$ cat config.mk
export PLATFORM = sky130hd
export DESIGN_NAME = boot_exit_sequencer
export DESIGN_NICKNAME = d
export VERILOG_FILES = /design/src/rtl/boot_exit_sequencer.sv
export SDC_FILE = /design/constraint.sdc
export NUM_CORES = 1
export LEC_CHECK = 0
export CAP_MARGIN = 40
export CORE_ASPECT_RATIO = 1.25
export CORE_MARGIN = 5
export CORE_UTILIZATION = 25
export DETAILED_ROUTE_END_ITERATION = 12
export PLACE_DENSITY = 0.41
export RECOVER_POWER = 100
export SLEW_MARGIN = 20
export SYNTH_ARGS = -nofsm -noshare
export SYNTH_HDL_FRONTEND = slang
export SYNTH_SLANG_ARGS = --single-unit
$ cat constraint.sdc
create_clock -name clk_48mhz -period 2.46 [get_ports clk_48mhz]
set_input_delay 0.246 -clock clk_48mhz [delete_from_list [all_inputs] [get_ports clk_48mhz]]
set_output_delay 0.246 -clock clk_48mhz [all_outputs]
set_load 0.1 [all_outputs]
$ cat src/rtl/boot_exit_sequencer.sv
// Orderly exit from the SPI bootloader: wait for quiet buses, detach from USB,
// then pulse PROGRAMN low to reconfigure from flash. Terminal HOLD until reset.
module boot_exit_sequencer #(
    parameter int QUIET_CYCLES  = 48,
    parameter int DETACH_CYCLES = 480000,
    parameter int PROGN_CYCLES  = 4800,
    parameter int CNT_W         = 20
) (
    input  logic       clk_48mhz,
    input  logic       reset,
    input  logic       boot_req,
    input  logic       spi_cs,
    input  logic       usb_tx_en,
    output logic       usb_pu_en,
    output logic       usb_force_se0,
    output logic       programn,
    output logic       busy,
    output logic [2:0] state
);

    typedef enum logic [2:0] {
        IDLE       = 3'd0,
        WAIT_QUIET = 3'd1,
        DETACH     = 3'd2,
        PROG       = 3'd3,
        HOLD       = 3'd4
    } state_e;

    localparam longint CNT_SPAN = longint'(64'sd1) <<< CNT_W;

    // Each duration minus one has to fit in the shared counter.
    if ((QUIET_CYCLES < 32'sd1) || (longint'(QUIET_CYCLES) > CNT_SPAN)) begin : g_bad_quiet
        $error("QUIET_CYCLES out of range for CNT_W");
    end
    if ((DETACH_CYCLES < 32'sd1) || (longint'(DETACH_CYCLES) > CNT_SPAN)) begin : g_bad_detach
        $error("DETACH_CYCLES out of range for CNT_W");
    end
    if ((PROGN_CYCLES < 32'sd1) || (longint'(PROGN_CYCLES) > CNT_SPAN)) begin : g_bad_progn
        $error("PROGN_CYCLES out of range for CNT_W");
    end

    localparam logic [CNT_W-1:0] QUIET_LOAD  = CNT_W'(QUIET_CYCLES - 32'sd1);
    localparam logic [CNT_W-1:0] DETACH_LOAD = CNT_W'(DETACH_CYCLES - 32'sd1);
    localparam logic [CNT_W-1:0] PROGN_LOAD  = CNT_W'(PROGN_CYCLES - 32'sd1);
    localparam logic [CNT_W-1:0] CNT_ZERO    = CNT_W'(32'sd0);
    localparam logic [CNT_W-1:0] CNT_ONE     = CNT_W'(32'sd1);

    state_e           state_q, state_d;
    logic [CNT_W-1:0] cnt_q, cnt_d;
    logic             usb_pu_en_q, usb_pu_en_d;
    logic             usb_force_se0_q, usb_force_se0_d;
    logic             programn_q, programn_d;
    logic             busy_q, busy_d;
    logic             bus_active_s;

    assign bus_active_s = (~spi_cs) | usb_tx_en;

    // Next-state and counter logic; the counter only reloads or steps down toward zero.
    always_comb begin
        state_d = state_q;
        cnt_d   = cnt_q;
        case (state_q)
            IDLE: begin
                if (boot_req) begin
                    state_d = WAIT_QUIET;
                    cnt_d   = QUIET_LOAD;
                end else begin
                    state_d = IDLE;
                    cnt_d   = CNT_ZERO;
                end
            end
            WAIT_QUIET: begin
                if (!boot_req) begin
                    state_d = IDLE;
                    cnt_d   = CNT_ZERO;
                end else if (bus_active_s) begin
                    state_d = WAIT_QUIET;
                    cnt_d   = QUIET_LOAD;
                end else if (cnt_q == CNT_ZERO) begin
                    state_d = DETACH;
                    cnt_d   = DETACH_LOAD;
                end else begin
                    state_d = WAIT_QUIET;
                    cnt_d   = cnt_q - CNT_ONE;
                end
            end
            DETACH: begin
                // Committed: request and bus activity are no longer looked at.
                if (cnt_q == CNT_ZERO) begin
                    state_d = PROG;
                    cnt_d   = PROGN_LOAD;
                end else begin
                    state_d = DETACH;
                    cnt_d   = cnt_q - CNT_ONE;
                end
            end
            PROG: begin
                if (cnt_q == CNT_ZERO) begin
                    state_d = HOLD;
                    cnt_d   = CNT_ZERO;
                end else begin
                    state_d = PROG;
                    cnt_d   = cnt_q - CNT_ONE;
                end
            end
            HOLD: begin
                state_d = HOLD;
                cnt_d   = CNT_ZERO;
            end
            default: begin
                state_d = IDLE;
                cnt_d   = CNT_ZERO;
            end
        endcase
    end

    // Outputs decoded from the next state so they register on the transition edge.
    always_comb begin
        usb_pu_en_d     = 1'b1;
        usb_force_se0_d = 1'b0;
        programn_d      = 1'b1;
        busy_d          = 1'b0;
        case (state_d)
            IDLE: begin
                usb_pu_en_d     = 1'b1;
                usb_force_se0_d = 1'b0;
                programn_d      = 1'b1;
                busy_d          = 1'b0;
            end
            WAIT_QUIET: begin
                usb_pu_en_d     = 1'b1;
                usb_force_se0_d = 1'b0;
                programn_d      = 1'b1;
                busy_d          = 1'b1;
            end
            DETACH: begin
                usb_pu_en_d     = 1'b0;
                usb_force_se0_d = 1'b1;
                programn_d      = 1'b1;
                busy_d          = 1'b1;
            end
            PROG: begin
                usb_pu_en_d     = 1'b0;
                usb_force_se0_d = 1'b1;
                programn_d      = 1'b0;
                busy_d          = 1'b1;
            end
            HOLD: begin
                usb_pu_en_d     = 1'b0;
                usb_force_se0_d = 1'b0;
                programn_d      = 1'b1;
                busy_d          = 1'b1;
            end
            default: begin
                usb_pu_en_d     = 1'b1;
                usb_force_se0_d = 1'b0;
                programn_d      = 1'b1;
                busy_d          = 1'b0;
            end
        endcase
    end

    // State, counter and output registers with synchronous reset.
    always_ff @(posedge clk_48mhz) begin
        if (reset) begin
            state_q         <= IDLE;
            cnt_q           <= CNT_ZERO;
            usb_pu_en_q     <= 1'b1;
            usb_force_se0_q <= 1'b0;
            programn_q      <= 1'b1;
            busy_q          <= 1'b0;
        end else begin
            state_q         <= state_d;
            cnt_q           <= cnt_d;
            usb_pu_en_q     <= usb_pu_en_d;
            usb_force_se0_q <= usb_force_se0_d;
            programn_q      <= programn_d;
            busy_q          <= busy_d;
        end
    end

    assign usb_pu_en     = usb_pu_en_q;
    assign usb_force_se0 = usb_force_se0_q;
    assign programn      = programn_q;
    assign busy          = busy_q;
    assign state         = state_q;

endmodule
; ---- Word-level counts from Yosys, hierarchy flattened
; Index checks and enable logic that the tools add are counted.
; W data, S select, Z words.
[word_totals]
register_bits = 27
inputBits = 5
word_cells = 40
output_inout_bits = 7
[classes]
bitwise = 2
reduce_logical = 5
mux = 18
eq_ne = 8
add_sub_neg = 1
[op_table]
columns = operator, n
row1 = $mux W20, 5
row2 = $pmux W20 S4, 1
row3 = $logic_not A20 Y1, 1
row4 = $sub A20 B1 Y20 const B, 1
row5 = $pmux W3 S5, 1
row6 = $eq A3 B2 Y1 const B, 4
row7 = $eq A3 B1 Y1 const B, 2
row8 = $eq A3 B3 Y1 const B, 2
row9 = $mux W1, 6
row10 = $mux W2, 3
row11 = $mux W6, 1
row12 = $reduce_or A4 Y1, 1
row13 = $logic_not A3 Y1, 1
row14 = $mux W3, 1
row15 = $reduce_or A3 Y1, 1
row16 = $reduce_or A2 Y1, 1
row17 = $not A1 Y1, 1
row18 = $or A1 B1 Y1, 1

; ---- Longest topological paths before layout
[depth]
depth_word = 8
mapped_depth = 8
mapped_depth_nobuf = 7

; ---- Worst setup path after synthesis
; Ideal clock, no wire load.
[synth_timing]
path_kind = reg2reg
startpoint = register state_q[0], in the netlist state[0]
endpoint = register cnt_q[18]
stages_incl_launch_ff = 6
path_buffers = 0
required_ns = 2.369
path_slack_ns = 0.344
period_less_slack_ns = 2.116
arrival_ns = 2.024
setup_time_ns = 0.091
path_cell_list = dfxtp_1 and3b_1 a21oi_1 nor3_1 o21ai_1 a311oi_1
[synth_between]
elab_chain_cells = 2
word_cells_on_any_way = 5
classes_between = eq/ne (3) / mux (1) / reduce/logical (1)
[synth_lines]
columns = item, line
row1 = start: declaration, 48  ; state_e state_q, state_d;
row2 = start signal: assignment, 173  ; state_q <= state_d;
row3 = "$eq A3 B2 Y1, or another cell as far along", 62  ; case (state_q)
row4 = $pmux W20 S4 *, 62
row5 = end signal: assignment, 174  ; cnt_q <= cnt_d;
row6 = end: declaration, 49  ; logic [CNT_W-1:0] cnt_q, cnt_d;
; Mark *: on every way between the ends. The rest lies on a longest branch, timed or not.
; A chain may end at the register's enable or synchronous reset.

; ---- Worst setup path in the final report
[layout_timing]
startpoint = register cnt_q[10]
endpoint = register cnt_q[0]
[layout_between]
elab_chain_cells = 5
word_cells_on_any_way = 7
classes_between = mux (6) / reduce/logical (1)
[layout_lines]
columns = item, line
row1 = $logic_not A20 Y1 *, "79, 89, 98"
row2 = $mux W20, 79  ; end else if (cnt_q == CNT_ZERO) begin
row3 = $mux W20, 76  ; end else if (bus_active_s) begin
row4 = $mux W20, 73  ; if (!boot_req) begin
row5 = $pmux W20 S4 *, 62
; Marks and branches as above.

==> impl_metrics.json <==
{
  "status": "finished, final reports clean",
  "via_per_inst": 4.69,
  "postCtsResizedCells": 0,
  "cts_setup_buffers": 0,
  "syn_area_sq_um": 1260,
  "yosys-top-cells-area": "dfxtp_1 43%, xnor2_1 7.7%, nor2_1 5.1%, a21oi_1 4.8%, xor2_1 2.1%",
  "rows": 28,
  "ant_nets": 0,
  "cts_made_buffers": 3,
  "antenna_found_initial": 0,
  "r2r_slack_ps": 270,
  "ys_types": 40,
  "ctsLongestPathBuffers": 2,
  "synth_top_area_frac": 0.430,
  "slew_headroom": 0.220,
  "cpLargestDelayFamily": "simple AND/OR/NAND/NOR gates",
  "initial_utilization": 0.262,
  "path_clk_slew_ps": 100,
  "dr.pass1.iters": 6,
  "drc": 0,
  "startpoint": "cnt_q[10]$_SDFF_PP0_",
  "wl_per_cell_microns": 13.2,
  "synth_compound_area_frac": 0.163,
  "synth_simple_gate_area_share": 0.271,
  "finalMaxSlewViolations": 0,
  "layout.cells.non_filler": 209,
  "dieArea_sq_um": 6550,
  "die_x_microns": 73.4,
  "synth_xor_area_frac": 0.0976,
  "required_ps": 2610,
  "clock-root-buffer": "clkbuf_8",
  "ys_ff_latch": 27,
  "synth_top_family_by_area": "simple AND/OR/NAND/NOR gates",
  "synth_fa_ha_area_frac": 0.0199,
  "clock_latency_ps": 270,
  "ioPinCount": 12,
  "arrival_ps": 2340,
  "vias": 980,
  "yosys.area.top_type": "dfxtp_1",
  "htreeDepth": 1,
  "syn-instance-count": 133,
  "synth_mux_area_frac": 0,
  "layout_min_cycle_time_ps": 2190,
  "cts_tree": "built",
  "period_share": 0.891,
  "drt_iter0_markers": 26,
  "power.leakage_nw": 0.515,
  "synthToLayoutAreaGrowth_pct": 15.5,
  "synth_warnings": 0,
  "postCtsHoldBufs": 0,
  "setup_violations": 0,
  "dp_cells": 205,
  "worstMarginPinSlew_ps": 1170,
  "cp-start-kind": "flip-flop",
  "rsz0062_at_grt": "false",
  "routed_wl_microns": 2750,
  "overflow": 0,
  "fin_util": 0.302,
  "worstReg2RegStart": "cnt_q[10]$_SDFF_PP0_",
  "register_area_sq_um": 541,
  "cp_slowest_cell": "or4_1",
  "regToRegEndpoint": "cnt_q[0]$_SDFF_PP0_",
  "peakVddDrop_mv": 0.239,
  "grt_pass1_wl_microns": 4880,
  "rr_worst_depth": 5,
  "fp.coreArea_sq_um": 4800,
  "syn_avg_cell_area_sq_um": 9.45,
  "syn_nets": 140,
  "drive_above_1_share": 0.134,
  "grt_max_degree": 17,
  "clock-sinks": 27,
  "grt_use_total": 0.0943,
  "crit_cells": 5,
  "end_kind": "flip-flop",
  "first_global_vias": 1050,
  "maxCapViolations": 0,
  "hp-class": "reg -> reg",
  "whs_path_depth": 1,
  "crit_type": "reg -> reg",
  "final_hold_viol_count": 0,
  "ys_seq_area_frac": 0.430,
  "crit_path_end": "cnt_q[0]$_SDFF_PP0_",
  "n_antenna_cell": 0,
  "cpPeakStageDelay_ps": 610,
  "die_y_microns": 89.3,
  "fin_tns_setup_ps": 0,
  "path_buf_inv": 0,
  "p_per_area_nw_per_um2": 659,
  "max_freq_mhz": 456,
  "hpwl_microns": 2170,
  "nFillCells": 487,
  "crit_chain": "or4_1 > nor2_1 > nand3_2 > o31ai_2 > a21oi_1",
  "multi_input_area_sq_um": 689,
  "portBuffers": 11,
  "cp_max_fo": 16,
  "fin_skew_ps": 7.30,
  "nets": 157,
  "gp_congestion": 0.753
}
[layout make-up]
type                    instances  area share
clock inverters                 1     0.00345
inverters                       3     0.00776
well taps                      60      0.0517
clock buffers                   3      0.0284
repair buffers                 14      0.0612
multi-input cells             101       0.475
flip-flops and latches         27       0.372
[synthesized netlist by cell type]
master and n:
or4_4 1, a31o_2 1, nor2_1 17, buf_1 1, nor4_1 3, nor3b_1 2
or3_4 1, xor2_1 3, a211oi_1 2, o21ai_1 1, nand3_4 1, nor3_2 1
buf_4 1, nor3_1 5, and2_1 2, o21ai_0 1, o31ai_1 2, a21oi_1 12
nor2_2 1, a311oi_1 1, dfxtp_1 27, xnor2_1 11, and3b_1 1, a21boi_1 1
ha_1 2, nand2b_1 3, o31ai_2 2, nand3b_1 1, a31oi_1 4, o32ai_1 1
or2_2 3, nor4b_4 1, o22ai_1 2, nor4_4 1, and3_1 1, nand3_2 1
o41ai_1 1, nand2_1 5, inv_1 3, nand3_1 3
[report_power, final]
group	total [mW]	switching (mW)	internal [mW]
Combinational	0.240	0.143	0.0962
Sequential	0.465	0.0151	0.450
Clock	0.252	0.138	0.114
Total	0.956	0.297	0.660
[registers in the layout, summed over array words and instances (netlist names)]
name / flops
busy: 1
cnt_q: 20
programn: 1
state: 3
usb_force_se0: 1
usb_pu_en: 1
[kinds of logic after synthesis]
kind of cell / count (synthesis)
flops: 27
simple gates: 54
xor+xnor: 14
buf+inv: 5
compound gates: 31
fa+ha+maj: 2
[per-layer routing]
metal / routed length (microns) / vias to the layer above / track usage
li1: - / 513 / -
met1: 1240 / 453 / 0.111
met2: 1420 / 12 / 0.168
met3: 66 / 2 / 0.0135
met4: 23 / 0 / 0.0428
met5: 0 / - / 0
[worst min-delay path by stage]
stage	startpoint	endpoint
2_1_floorplan	cnt_q[0]$_SDFF_PP0_	cnt_q[0]$_SDFF_PP0_
3_3_place_gp	cnt_q[0]$_SDFF_PP0_	cnt_q[0]$_SDFF_PP0_
3_5_place_dp	cnt_q[0]$_SDFF_PP0_	cnt_q[0]$_SDFF_PP0_
4_1_cts	cnt_q[0]$_SDFF_PP0_	cnt_q[0]$_SDFF_PP0_
5_1_grt	cnt_q[0]$_SDFF_PP0_	cnt_q[0]$_SDFF_PP0_
6_report	cnt_q[0]$_SDFF_PP0_	cnt_q[0]$_SDFF_PP0_
[worst reg2reg max path: cells and delay by family (launching register included)]
family,cells,cell delay [ps]
compound gates,2,600
flops,1,360
simple gates,3,1110
[per-stage QoR]
stage / area (sq um) / setup slack, ps / power, mW / hold WS (ps)
after detailed placement: 1440 / 331 / 0.721 / 479
after floorplan: 1260 / 344 / 0.662 / 446
after global routing: 1450 / 92.2 / 1.02 / 527
after CTS: 1480 / 306 / 0.975 / 497
after global placement: 1440 / 386 / 0.720 / 467
final: 1450 / 269 / 0.956 / 488
[layout by cell type (no fill, tap or decap), drive strengths merged, types with 2 or more instances in the layout]
master,n
a211oi,2
a21oi,12
a31oi,4
and2,2
buf,3
clkbuf,10
clkdlybuf4s50,4
dfxtp,27
ha,2
inv,3
nand2,5
nand2b,3
nand3,5
nor2,18
nor3,6
nor3b,2
nor4,4
o21ai,2
o22ai,2
o31ai,4
or2,3
xnor2,11
xor2,3
Note: power is estimated with default switching activity, not from simulation.
